### config.mk
export PLATFORM = sky130hd
export DESIGN_NAME = loproc_pc_vec
export DESIGN_NICKNAME = d
export VERILOG_FILES = /design/src/rtl/loproc_pc_vec.sv
export SDC_FILE = /design/constraint.sdc
export NUM_CORES = 1
export LEC_CHECK = 0
export ABC_AREA = 1
export CAP_MARGIN = 25
export CORE_MARGIN = 2
export CORE_UTILIZATION = 53
export CTS_CLUSTER_SIZE = 10
export DETAILED_ROUTE_END_ITERATION = 8
export GPL_TIMING_DRIVEN = 0
export PLACE_DENSITY = 0.78
export SYNTH_ARGS = -nofsm -noshare
export SYNTH_HDL_FRONTEND = slang
export SYNTH_SLANG_ARGS = --single-unit
### constraint.sdc
create_clock -name clk -period 3 [get_ports clk]
set_input_delay 0.45 -clock clk [delete_from_list [all_inputs] [get_ports clk]]
set_output_delay 0.45 -clock clk [all_outputs]
set_load 0.005 [all_outputs]
### src/rtl/loproc_pc_vec.sv
// LoPROC fetch program counter: sequential/absolute/relative redirects,
// fixed-priority vectored interrupts with nested preemption and a return stack.
// Registered outputs, one-cycle update latency; load=0 freezes all state.
module loproc_pc_vec #(
  parameter int                    ADDR_WIDTH    = 32,
  parameter int                    PC_STEP       = 4,
  parameter logic [ADDR_WIDTH-1:0] RESET_VECTOR  = '0,
  parameter int                    NUM_IRQ       = 4,
  parameter logic [ADDR_WIDTH-1:0] VECTOR_STRIDE = 'h10,
  parameter int                    STACK_DEPTH   = 4
) (
  input  logic                               clk,
  input  logic                               rst,
  input  logic                               load,
  input  logic [1:0]                         jump,
  input  logic [ADDR_WIDTH-1:0]              jmp_addr,
  input  logic [NUM_IRQ-1:0]                 irq_req,
  input  logic                               irq_en,
  input  logic [ADDR_WIDTH-1:0]              vector_base,
  input  logic                               irq_ret,
  output logic [ADDR_WIDTH-1:0]              next_instr_addr,
  output logic [NUM_IRQ-1:0]                 irq_ack,
  output logic                               irq_active,
  output logic [$clog2(STACK_DEPTH+1)-1:0]   irq_level,
  output logic                               fault
);

  localparam int IDX_W = (NUM_IRQ > 1) ? $clog2(NUM_IRQ) : 1;
  localparam int LVL_W = $clog2(STACK_DEPTH + 1);
  localparam int SP_W  = (STACK_DEPTH > 1) ? $clog2(STACK_DEPTH) : 1;

  localparam logic [1:0] JMP_SEQ = 2'd0;
  localparam logic [1:0] JMP_ABS = 2'd1;
  localparam logic [1:0] JMP_REL = 2'd2;

  localparam logic [ADDR_WIDTH-1:0] STEP       = ADDR_WIDTH'(PC_STEP);
  // Clears the low log2(PC_STEP) bits so every fetch address is step aligned.
  localparam logic [ADDR_WIDTH-1:0] ALIGN_MASK = ~(STEP - ADDR_WIDTH'(1));
  localparam logic [LVL_W-1:0]      LVL_MAX    = LVL_W'(STACK_DEPTH);

  // Return stack: entry i holds the state saved by nesting level i+1.
  logic [ADDR_WIDTH-1:0] stk_addr [STACK_DEPTH];
  logic [IDX_W-1:0]      stk_idx  [STACK_DEPTH];

  logic [ADDR_WIDTH-1:0] pc;
  logic [LVL_W-1:0]      level;

  logic [ADDR_WIDTH-1:0] cand_raw;
  logic [ADDR_WIDTH-1:0] cand;
  logic                  jmp_bad;

  logic                  sel_vld;
  logic [IDX_W-1:0]      sel_idx;
  logic [ADDR_WIDTH-1:0] vec_addr;

  logic [SP_W-1:0]       top_ptr;
  logic [SP_W-1:0]       push_ptr;
  logic [ADDR_WIDTH-1:0] top_addr;
  logic [IDX_W-1:0]      top_idx;

  logic                  lvl_zero;
  logic                  take_ok;
  logic                  do_pop;
  logic                  ret_bad;
  logic                  do_take;

  // Candidate fetch address for the non-interrupt path; jump=3 behaves as sequential.
  always_comb begin
    cand_raw = pc + STEP;
    jmp_bad  = 1'b0;
    case (jump)
      JMP_SEQ: cand_raw = pc + STEP;
      JMP_ABS: cand_raw = jmp_addr;
      JMP_REL: cand_raw = pc + jmp_addr;
      default: begin
        cand_raw = pc + STEP;
        jmp_bad  = 1'b1;
      end
    endcase
    cand = cand_raw & ALIGN_MASK;
  end

  // Fixed priority: the lowest-numbered active request wins.
  always_comb begin
    sel_vld = |irq_req;
    sel_idx = '0;
    for (int i = NUM_IRQ - 1; i >= 0; i--) begin
      if (irq_req[i]) sel_idx = IDX_W'(i);
    end
  end

  assign vec_addr = vector_base + (ADDR_WIDTH'(sel_idx) * VECTOR_STRIDE);

  // Stack pointers; top_ptr is parked at 0 when empty so it never indexes past the array.
  always_comb begin
    lvl_zero = (level == '0);
    top_ptr  = lvl_zero ? '0 : SP_W'(level - LVL_W'(1));
    push_ptr = SP_W'(level);
    top_addr = stk_addr[top_ptr];
    top_idx  = stk_idx[top_ptr];
  end

  // Event decode in priority order: return, then interrupt take, then jump/sequential.
  always_comb begin
    take_ok = irq_en && sel_vld && (level < LVL_MAX) &&
              (lvl_zero || (sel_idx < top_idx));
    do_pop  = irq_ret && !lvl_zero;
    ret_bad = irq_ret && lvl_zero;
    // A return consumes the cycle; a pending request is looked at again next cycle.
    do_take = !irq_ret && take_ok;
  end

  // Program counter update.
  always_ff @(posedge clk or negedge rst) begin
    if (!rst) begin
      pc <= RESET_VECTOR;
    end else if (load) begin
      if (do_pop) begin
        pc <= top_addr;
      end else if (do_take) begin
        pc <= vec_addr;
      end else begin
        pc <= cand;
      end
    end
  end

  // Nesting depth tracks pushes and pops.
  always_ff @(posedge clk or negedge rst) begin
    if (!rst) begin
      level <= '0;
    end else if (load) begin
      if (do_pop) begin
        level <= level - LVL_W'(1);
      end else if (do_take) begin
        level <= level + LVL_W'(1);
      end
    end
  end

  // Return stack push; the pushed cand keeps any jump issued alongside the take.
  always_ff @(posedge clk or negedge rst) begin
    if (!rst) begin
      for (int i = 0; i < STACK_DEPTH; i++) begin
        stk_addr[i] <= '0;
        stk_idx[i]  <= '0;
      end
    end else if (load && do_take) begin
      stk_addr[push_ptr] <= cand;
      stk_idx[push_ptr]  <= sel_idx;
    end
  end

  // One-cycle pulses: acknowledge of the taken source, and fault on illegal events.
  always_ff @(posedge clk or negedge rst) begin
    if (!rst) begin
      irq_ack <= '0;
      fault   <= 1'b0;
    end else begin
      irq_ack <= '0;
      fault   <= 1'b0;
      if (load) begin
        if (ret_bad) begin
          fault <= 1'b1;
        end else if (do_take) begin
          irq_ack <= NUM_IRQ'(1) << sel_idx;
          fault   <= jmp_bad;
        end else if (!do_pop) begin
          fault <= jmp_bad;
        end
      end
    end
  end

  assign next_instr_addr = pc;
  assign irq_level       = level;
  assign irq_active      = !lvl_zero;

endmodule

# After elaboration in Yosys (flattened, before gate mapping)
# Cells that the tools add are included.
[classes] div=0 mux=30 n_lt_le_gt_ge=5 n_mul=0 n_shift=1 bitwise_logic=2 reduce_logical=17 n_eq_ne=2 n_addsub=5
[ops] op="two-way mux 32 bit" n=5
[ops] op="bitwise mux 128 bit" n=1
[ops] op="binary-select mux 32 bit (select 2 bit)" n=1
[ops] op="demux 32 bit (select 2 bit)" n=1
[ops] op="one-hot mux 32 bit (2 select lines)" n=1
[ops] op="adder 32 x 3 -> 32 bit (second input constant)" n=1
[ops] op="adder 32 bit" n=1
[ops] op="adder 32 x 6 -> 32 bit" n=1
[ops] op="two-way mux 2 bit" n=8
[ops] op="two-way mux 4 bit" n=3
[ops] op="bitwise mux 8 bit" n=1
[ops] op="logical AND 1 bit" n=8
[ops] op="greater-or-equal comparator 3 bit (second input constant)" n=2
[ops] op="two-way mux 3 bit" n=2
[ops] op="NOT 2 -> 3 bit" n=2
[ops] op="two-way mux 1 bit" n=5
[ops] op="binary-select mux 2 bit (select 2 bit)" n=1
[ops] op="demux 2 bit (select 2 bit)" n=1
[ops] op="OR reduction 4 bit" n=1
[ops] op="left shift 1 x 2 -> 4 bit (first input constant)" n=1
[ops] op="adder 3 x 1 -> 3 bit (second input constant)" n=1
[ops] op="logical NOT 3 bit" n=1
[ops] op="< comparator 3 x 1 -> 1 bit (second input constant)" n=1
[ops] op="< comparator 3 bit (second input constant)" n=1
[ops] op="10 further kinds" n=11
[word_totals] word_cells=74 memories=0 inputBits=75 latchBits=0 out_inout_bits=41 reg_bits=176 ramBits=0 rom_bits=0

# Longest topological paths before layout
# Gate-level depths: netlist (run 1).
[logic_depth] depth_word=13 ltp_mapped=21 depth_no_buf=19

# Worst setup path after synthesis (run 1)
# Ideal clock, no wire load.
[synth_path] kind="flip-flop to flip-flop" from="reg level[0], in the netlist irq_level[0]" to="reg stk_addr[72] (netlist name)" synth_period_minus_slack_ns=3.065 path_stages_with_launch=21 arrival_time_ns=2.924 path_buffers=4 setup_time_ns=0.142 slack_ns=-0.065 required_ns=2.858 cell_sequence="dfrtp_1 -> inv_2 -> ha_1 -> nand2_4 -> nand2_4 -> buf_2 -> buf_1 -> a21oi_1 -> o21ai_0 -> o21ai_0 -> ha_1 -> nand2_1 -> nand2_1 -> nand2_2 -> nand3_4 -> nor2_4 -> inv_2 -> buf_2 -> buf_6 -> nand2_1 -> o21ai_0"
[synth_between] elab_chain_cells=11
[synth_lines] element="from (decl)" line_no="46" source="logic [LVL_W-1:0] level;"
[synth_lines] element="from (signal assigned)" line_no="134" source="level <= level - LVL_W'(1);"
[synth_lines] element="from (signal assigned)" line_no="136" source="level <= level + LVL_W'(1);"
[synth_lines] element="subtractor 3 x 1 -> 3 bit / logical NOT 3 bit (equally long branches)"
[synth_lines] element="two-way mux 2 bit" line_no="97" source="top_ptr = lvl_zero ? '0 : SP_W'(level - LVL_W'(1));"
[synth_lines] element="NOT 2 -> 3 bit (implied by the code)" line_no="100" source="top_idx = stk_idx[top_ptr];"
[synth_lines] element="binary-select mux 2 bit (select 2 bit)" line_no="100"
[synth_lines] element="two-way mux 2 bit (implied by the code) (2 in a row)" line_no="100"
[synth_lines] element="< comparator 2 bit" line_no="106" source="(lvl_zero || (sel_idx < top_idx));"
[synth_lines] element="logical OR 1 bit" line_no="106"
[synth_lines] element="logical AND 1 bit" line_no="105" source="take_ok = irq_en && sel_vld && (level < LVL_MAX) &&"
[synth_lines] element="logical AND 1 bit" line_no="110" source="do_take = !irq_ret && take_ok;"
[synth_lines] element="logical AND 1 bit" line_no="148" source="end else if (load && do_take) begin"
[synth_lines] element="to (signal, indexed assignment)" line_no="149" source="stk_addr[push_ptr] <= cand;"
[synth_lines] element="to (decl)" line_no="42" source="logic [ADDR_WIDTH-1:0] stk_addr [STACK_DEPTH];"
# Parallel ways exist; a longest one is shown, timed or not. The select of a mux whose other input is x is not followed.
# A chain may end at the register's enable or synchronous reset.

# Worst setup path after layout (run 1)
[layout_path] from="reg level[1], in the netlist irq_level[1]" to="reg stk_addr[9] (netlist name)"
# Same word-level chain as after synthesis.

==> results of run 1 <==
-- layout make-up --
cell class              count  area [um^2]
inverters                 179          688
repair buffers            148         1430
well taps                 280          350
clock inverters            14          178
flip-flops and latches    168         4210
plain buffers              64          357
fillers                  1900         7380
clock buffers              18          439
multi-input cells        1350         6790
-- through the flow --
| stage | setup TNS, ns | total power [mW] | std cells |
|---|---|---|---|
| after detailed placement | -122.31 | 11.1 | 2162 |
| after floorplan | 0 | 8.34 | 1765 |
| after global placement | -1017.17 | 11.0 | 2160 |
| after CTS | 0 | 13.6 | 2208 |
| after global routing | -0.343 | 15.1 | 2221 |
| final | 0 | 14.1 | 2221 |
-- flip-flops by register name, summed over array words and instances (netlist names) --
name	flops
fault	1
irq_ack	4
irq_level	3
next_instr_addr	32
stk_addr	120
stk_idx	8
-- placed cells by master, fill, tap and decap left out, drive strengths merged, types with 2 or more instances in the layout --
cell,count
nand2,546
o21ai,265
inv,182
dfrtp,168
nor2,163
clkdlybuf4s50,114
nand3,75
a21oi,74
clkbuf,61
buf,54
ha,42
xor2,31
nor3,29
o22ai,25
nand4,20
o21bai,17
nand3b,12
clkinv,11
nor4,10
or2,9
xnor2,9
o32ai,6
nor3b,3
o21a,2
o31ai,2
a22oi,2
o211ai,2
a22o,2
-- worst max path at each step --
stage / startpoint / to / depth (start not counted)
floorplan: irq_level[0] / stk_addr[72] / 20
global placement: rst / stk_addr[71] / 1
detailed placement: irq_level[0] / stk_addr[39] / 19
CTS: irq_level[1] / stk_idx[4] / 20
global route: irq_req[3] / next_instr_addr[17] / 16
finish: irq_level[1] / stk_addr[9] / 17
-- worst reg2reg max path, stage by stage, from the launching register on --
cell,delay (ns)
sky130_fd_sc_hd__dfrtp_2,0.43
sky130_fd_sc_hd__inv_2,0.07
sky130_fd_sc_hd__ha_4,0.19
sky130_fd_sc_hd__inv_6,0.08
sky130_fd_sc_hd__nor2_4,0.04
sky130_fd_sc_hd__a21oi_4,0.21
sky130_fd_sc_hd__buf_6,0.24
sky130_fd_sc_hd__o21ai_1,0.12
sky130_fd_sc_hd__ha_1,0.30
sky130_fd_sc_hd__nand2_2,0.09
sky130_fd_sc_hd__nand2_2,0.07
sky130_fd_sc_hd__nand2_4,0.10
sky130_fd_sc_hd__nand3_4,0.17
sky130_fd_sc_hd__nor2_4,0.17
sky130_fd_sc_hd__inv_2,0.07
sky130_fd_sc_hd__clkbuf_2,0.26
sky130_fd_sc_hd__nand2_1,0.14
sky130_fd_sc_hd__o21ai_0,0.09
-- logic make-up (layout without fill, tap and decap cells) --
kind of cell    count (synthesis)  count (layout)  synth area share
simple gates                  867             867             0.305
compound gates                399             399             0.180
buf+inv                       247             423            0.0826
flops                         168             168             0.356
fa+ha+maj                      43              43            0.0462
xor+xnor                       40              40            0.0297
mux                             1               1          0.000848
-- power by group --
part	switching, mW	total [mW]	internal [mW]
registers	0.925	4.03	3.10
logic	5.02	7.85	2.83
clock network	1.09	2.24	1.16
total	7.03	14.1	7.09
-- metal layers --
metal | global-route usage | part of all wire | up-vias
li1 | - | - | 6121
met1 | 0.462 | 0.37 | 6144
met2 | 0.623 | 0.47 | 797
met3 | 0.0740 | 0.099 | 186
met4 | 0.205 | 0.057 | 0
met5 | 0 | 0 | -
-- timing repair --
action / CTS / global route
setup buffers: 16 / 14
pin swaps: 9 / 9
gates resized for setup: 52 / 47
endpoints found under the hold margin: 44 / 0
setup endpoints to repair: 167 / 160
gates cloned: 0 / 0
hold buffers: 1 / 0
==> impl_metrics.toml, run 1 <==
[floorplanning]
core-area_um2 = 21800
ioPinCount = 116
starting_density = 0.541
die_area_um2 = 23500
site_rows = 54
chipWidth_um = 153
chip_height_um = 153

[detailed_routing]
detail_route.drc_violations = 0
post_drt_via_cell_ratio = 5.96
wirelength_mm = 44.9
final_antenna_net_count = 0
wire_per_inst_um = 20.2
firstDrtPassIters = 6
drt_iter0_drc = 1461
vias = 13200

[worst_setup_path]
worst_r2r_startpoint = "irq_level[1]"
timing.critical_path.slowest_stage_cell = "sky130_fd_sc_hd__dfrtp_2"
crit_type = "register to register"
critical_path.endpoint_type = "register"
timing.critical_path.fanout_max = 19
required_arrival_time_at_the_worst_endpoint_ns = 3.29
critical_path_cell_sequence = "inv_2 -> ha_4 -> inv_6 -> nor2_4 -> a21oi_4 -> buf_6 -> o21ai_1 -> ha_1 -> nand2_2 -> nand2_2 -> nand2_4 -> nand3_4 -> nor2_4 -> inv_2 -> clkbuf_2 -> nand2_1 -> o21ai_0"
timing.critical_path.arrival_ns = 3.27
cp_slowest_stage_delay_ns = 0.43
crit-reg2reg-capture = "stk_addr[9]"
start_kind = "register"
timing.critical_path.buf_inv = 5
rr_worst_depth = 17
critical-path-top-delay-family = "simple AND/OR/NAND/NOR gates"
worst-r2r-setup-slack_ns = 0.02

[placement]
place.gp.congestion = 1.01
dpl-instance-area_um2 = 13300
port-buffer-count = 115
hpwl_after_dpl_mm = 33.7
placement.setup.worst_slack_ns = -0.997

[global_route]
total_congestion_overflow = 0
pin_count_of_the_biggest_net_entering_global_routing = 125
grt_pass1_wl_mm = 68.2
antenna_violations_before_repair = 0
first_global_vias = 12600
globalRouteTotalUtil = 0.376

[timing]
relSlewSlack = 0.317
report.final.setup_viol = 0
finalWorstPathRequiredPeriod_ns = 2.98
timing_hold_violations_final = 0
actual_transition_at_the_worst_max_transition_pin_ns = 1.01
maxSlewViolCount = 0
hold_ws_ns = 0.484
worst_clock_skew_ns = 0.0121
fmax_mhz = 335
layout_setup_ws_ns = 0.0163
timing.final.crit_share = 0.995

[run]
maxCapViolations = 0

[synthesis]
yosysMostFrequentCell = "sky130_fd_sc_hd__nand2_1"
yosysTopAreaCell = "sky130_fd_sc_hd__dfrtp_1"
post_synth_most_frequent_cells = "sky130_fd_sc_hd__nand2_1 (543), sky130_fd_sc_hd__o21ai_0 (249), sky130_fd_sc_hd__inv_1 (169), sky130_fd_sc_hd__dfrtp_1 (168), sky130_fd_sc_hd__nor2_1 (158)"
synth_top_cell_area_share = 0.356
synth-seq-area-share = 0.356
synth_edf_count = 0
yosys-top-cells-area = "sky130_fd_sc_hd__dfrtp_1 (36%), sky130_fd_sc_hd__nand2_1 (17%), sky130_fd_sc_hd__o21ai_0 (11%), sky130_fd_sc_hd__inv_1 (5.4%), sky130_fd_sc_hd__nor2_1 (5.0%)"
synth_seq_cells = 168
combined_area_of_all_synthesized_cells_um2 = 11800
synth.lib_cells_used.distinct = 42
synth_ff_type = "sky130_fd_sc_hd__dfrtp_1"
synth_area_per_cell_um2 = 6.69
netlist_instances = 1765
syn_nets = 1883
synthArstFlopShare = 1.00
ys.warnings.count = 0

[cts]
cts_tree = "done"
path_clk_slew_ns = 0.07
clock-root-buffer = "sky130_fd_sc_hd__clkbuf_16"
cts_made_buffers = 17
cts_num_sinks = 168
clock_insertion_delay_worst_skew_ns = 0.45
cts_max_path_buffers = 2
clock_h_tree_levels = 4

[worst_hold_path]
timing.hold.worst_path_depth = 2
timing.hold.worst.class = "register to register"
hold_end = "stk_addr[121]"
min_from = "stk_addr[121]"

[power_and_ir_drop]
max_rail_drop_vdd_v = 0.000765
power_per_cell_area_nw_per_um2 = 978
power_leakage_nw = 6.92

[finish]
drive_gt1_frac = 0.0778
layout-area-overhead-vs-synth_pct = 22.4
number_of_nets_in_the_layout = 2046
antenna-diode-count = 0
design_area_um2 = 14400
final_util = 0.662

[run_status]
outcome = "finished, final reports clean"
Power figures use the tool's default switching activity.
==> inputs of run 2 (changes only) <==
Settings changed: CORE_UTILIZATION 53 to 59, PLACE_DENSITY 0.78 to 0.82.
Clock period 3 ns to 3.13 ns, I/O delays scaled along.
==> run 2 against run 1 <==
Against the previous run: non-clock buffer count shrank 13; clock power grew 8.9%; final area shrank 0.83%; largest power group unchanged.
==> impl_metrics.toml, run 2 (synthesized netlist as in run 1, its figures left out) <==
[run_status]
outcome = "finished, final reports clean"

[finish]
antenna-diode-count = 0
layout-area-overhead-vs-synth_pct = 21.3
mostFrequentLayoutCells = "sky130_fd_sc_hd__nand2_1 (539), sky130_fd_sc_hd__o21ai_0 (237), sky130_fd_sc_hd__dfrtp_1 (167), sky130_fd_sc_hd__inv_1 (165), sky130_fd_sc_hd__nor2_1 (155)"
registers.top_by_ff_count = "stk_addr"
number_of_flip_flops_in_the_largest_register = 120
filler_cell_count = 1565
drive_gt1_frac = 0.0669
final_util = 0.734
multi_input_area_um2 = 6750
design_area_um2 = 14300
number_of_nets_in_the_layout = 2033
register_area_um2 = 4210
layout.cells.most_common = "sky130_fd_sc_hd__nand2_1"

[timing]
timing_hold_violations_final = 0
worst_clock_skew_ns = 0.0145
actual_transition_at_the_worst_max_transition_pin_ns = 1.02
fin_tns_setup_ns = 0
relSlewSlack = 0.313
finalWorstPathRequiredPeriod_ns = 3.06
report.final.setup_viol = 0
maxSlewViolCount = 0
fmax_mhz = 326
timing.final.crit_share = 0.979

[detailed_routing]
final_antenna_net_count = 0
drt_iter0_drc = 1863
firstDrtPassIters = 6
vias = 13500
wire_per_inst_um = 20.3
detail_route.drc_violations = 0
post_drt_via_cell_ratio = 6.16
wirelength_mm = 44.6

[cts]
path_clk_slew_ns = 0.06
cts_num_sinks = 168
cts_made_buffers = 17
cts_max_path_buffers = 2
clock_insertion_delay_worst_skew_ns = 0.44
clock_h_tree_levels = 4
cts_tree = "done"
clock-root-buffer = "sky130_fd_sc_hd__clkbuf_16"

[worst_setup_path]
crit_type = "primary input to register"
worst_r2r_startpoint = "irq_level[0]"
critical_path.endpoint_type = "register"
rr_worst_depth = 18
timing.critical_path.arrival_ns = 3.41
timing.critical_path.fanout_max = 4
worst-r2r-setup-slack_ns = 0.09
crit-reg2reg-capture = "stk_addr[113]"
required_arrival_time_at_the_worst_endpoint_ns = 3.48
start_kind = "primary input"

[global_route]
grt_pass1_wl_mm = 68.4
antenna_violations_before_repair = 0
globalRouteTotalUtil = 0.414
pin_count_of_the_biggest_net_entering_global_routing = 118
total_congestion_overflow = 0
first_global_vias = 12400

[worst_hold_path]
hold_end = "stk_addr[123]"
min_from = "stk_addr[123]"
timing.hold.worst_path_depth = 2
timing.hold.worst.class = "register to register"

[power_and_ir_drop]
power_per_cell_area_nw_per_um2 = 950
max_rail_drop_vdd_v = 0.000546
power_leakage_nw = 6.89

[floorplanning]
ioPinCount = 116
core-area_um2 = 19500
chipWidth_um = 145
die_area_um2 = 21200
site_rows = 51
chip_height_um = 145
starting_density = 0.605

[placement]
dpl-instance-area_um2 = 13300
hpwl_after_dpl_mm = 31.9
place.gp.congestion = 1.01
port-buffer-count = 115

[run]
maxCapViolations = 0
[run 2: power by group]
group | switching (mW) | internal, mW
combinational | 4.75 | 2.57
clock | 0.979 | 1.47
sequential | 0.864 | 2.97
[run 2: worst max path at each step]
stage | startpoint | to | slack, ns | depth (start not counted)
5_1_grt | irq_req[3] | next_instr_addr[24] | -0.04 | 18
4_1_cts | irq_level[0] | stk_addr[79] | 0.02 | 21
2_1_floorplan | irq_level[0] | stk_addr[72] | 0.06 | 20
6_report | irq_req[3] | next_instr_addr[24] | 0.07 | 18
3_3_place_gp | rst | stk_addr[5] | -5.15 | 1
3_5_place_dp | irq_level[0] | stk_addr[40] | -1.04 | 16
[run 2: metrics by stage]
| step | setup WS (ns) | hold slack, ns | std cells | total power, mW |
|---|---|---|---|---|
| after CTS | 0.0169 | 0.484 | 2182 | 13.1 |
| after detailed placement | -1.04 | 0.403 | 2147 | 10.5 |
| final | 0.0663 | 0.485 | 2192 | 13.6 |
| after floorplan | 0.0647 | 0.174 | 1765 | 7.98 |
| after global routing | -0.0404 | 0.496 | 2192 | 14.4 |
| after global placement | -5.15 | 0.448 | 2145 | 10.4 |
[run 2: routing by layer]
metal / global-route usage / vias to the layer above / part of all wire / wire [um]
li1: - / 6091 / - / -
met1: 0.574 / 6229 / 0.40 / 17700
met2: 0.621 / 988 / 0.43 / 19300
met3: 0.101 / 195 / 0.12 / 5400
met4: 0.179 / 0 / 0.050 / 2220
met5: 0 / - / 0 / 0
[run 2: final cells by class]
cell class / instances / share of cell area
buffer: 64 / 0.0245
clock buffer: 18 / 0.0307
clock inverter: 13 / 0.0161
inverter: 179 / 0.0482
multi-input combinational: 1350 / 0.471
sequential: 168 / 0.294
tap: 265 / 0.0231
timing repair buffer: 135 / 0.0926
[run 2: repair_timing]
item	in CTS	in global routing
pin swaps	3	9
hold buffers	1	0
endpoints found under the hold margin	51	0
resized for setup	49	48
endpoints found under the setup margin	167	147
buffers inserted	6	11
cloned	0	0
[run 2: critical path, stage by stage]
cell and delay (ns):
sky130_fd_sc_hd__clkdlybuf4s50_1 0.49, sky130_fd_sc_hd__inv_1 0.05, sky130_fd_sc_hd__o21ai_1 0.14, sky130_fd_sc_hd__nand2_2 0.12, sky130_fd_sc_hd__inv_4 0.12, sky130_fd_sc_hd__ha_2 0.20, sky130_fd_sc_hd__fa_2 0.24, sky130_fd_sc_hd__nand3_4 0.10
sky130_fd_sc_hd__nor2_4 0.19, sky130_fd_sc_hd__nand4_1 0.11, sky130_fd_sc_hd__buf_4 0.18, sky130_fd_sc_hd__nor2_4 0.15, sky130_fd_sc_hd__nand3_2 0.10, sky130_fd_sc_hd__xnor2_2 0.26, sky130_fd_sc_hd__nand3_1 0.13, sky130_fd_sc_hd__nand2_1 0.13
sky130_fd_sc_hd__inv_1 0.04, sky130_fd_sc_hd__a21oi_1 0.17
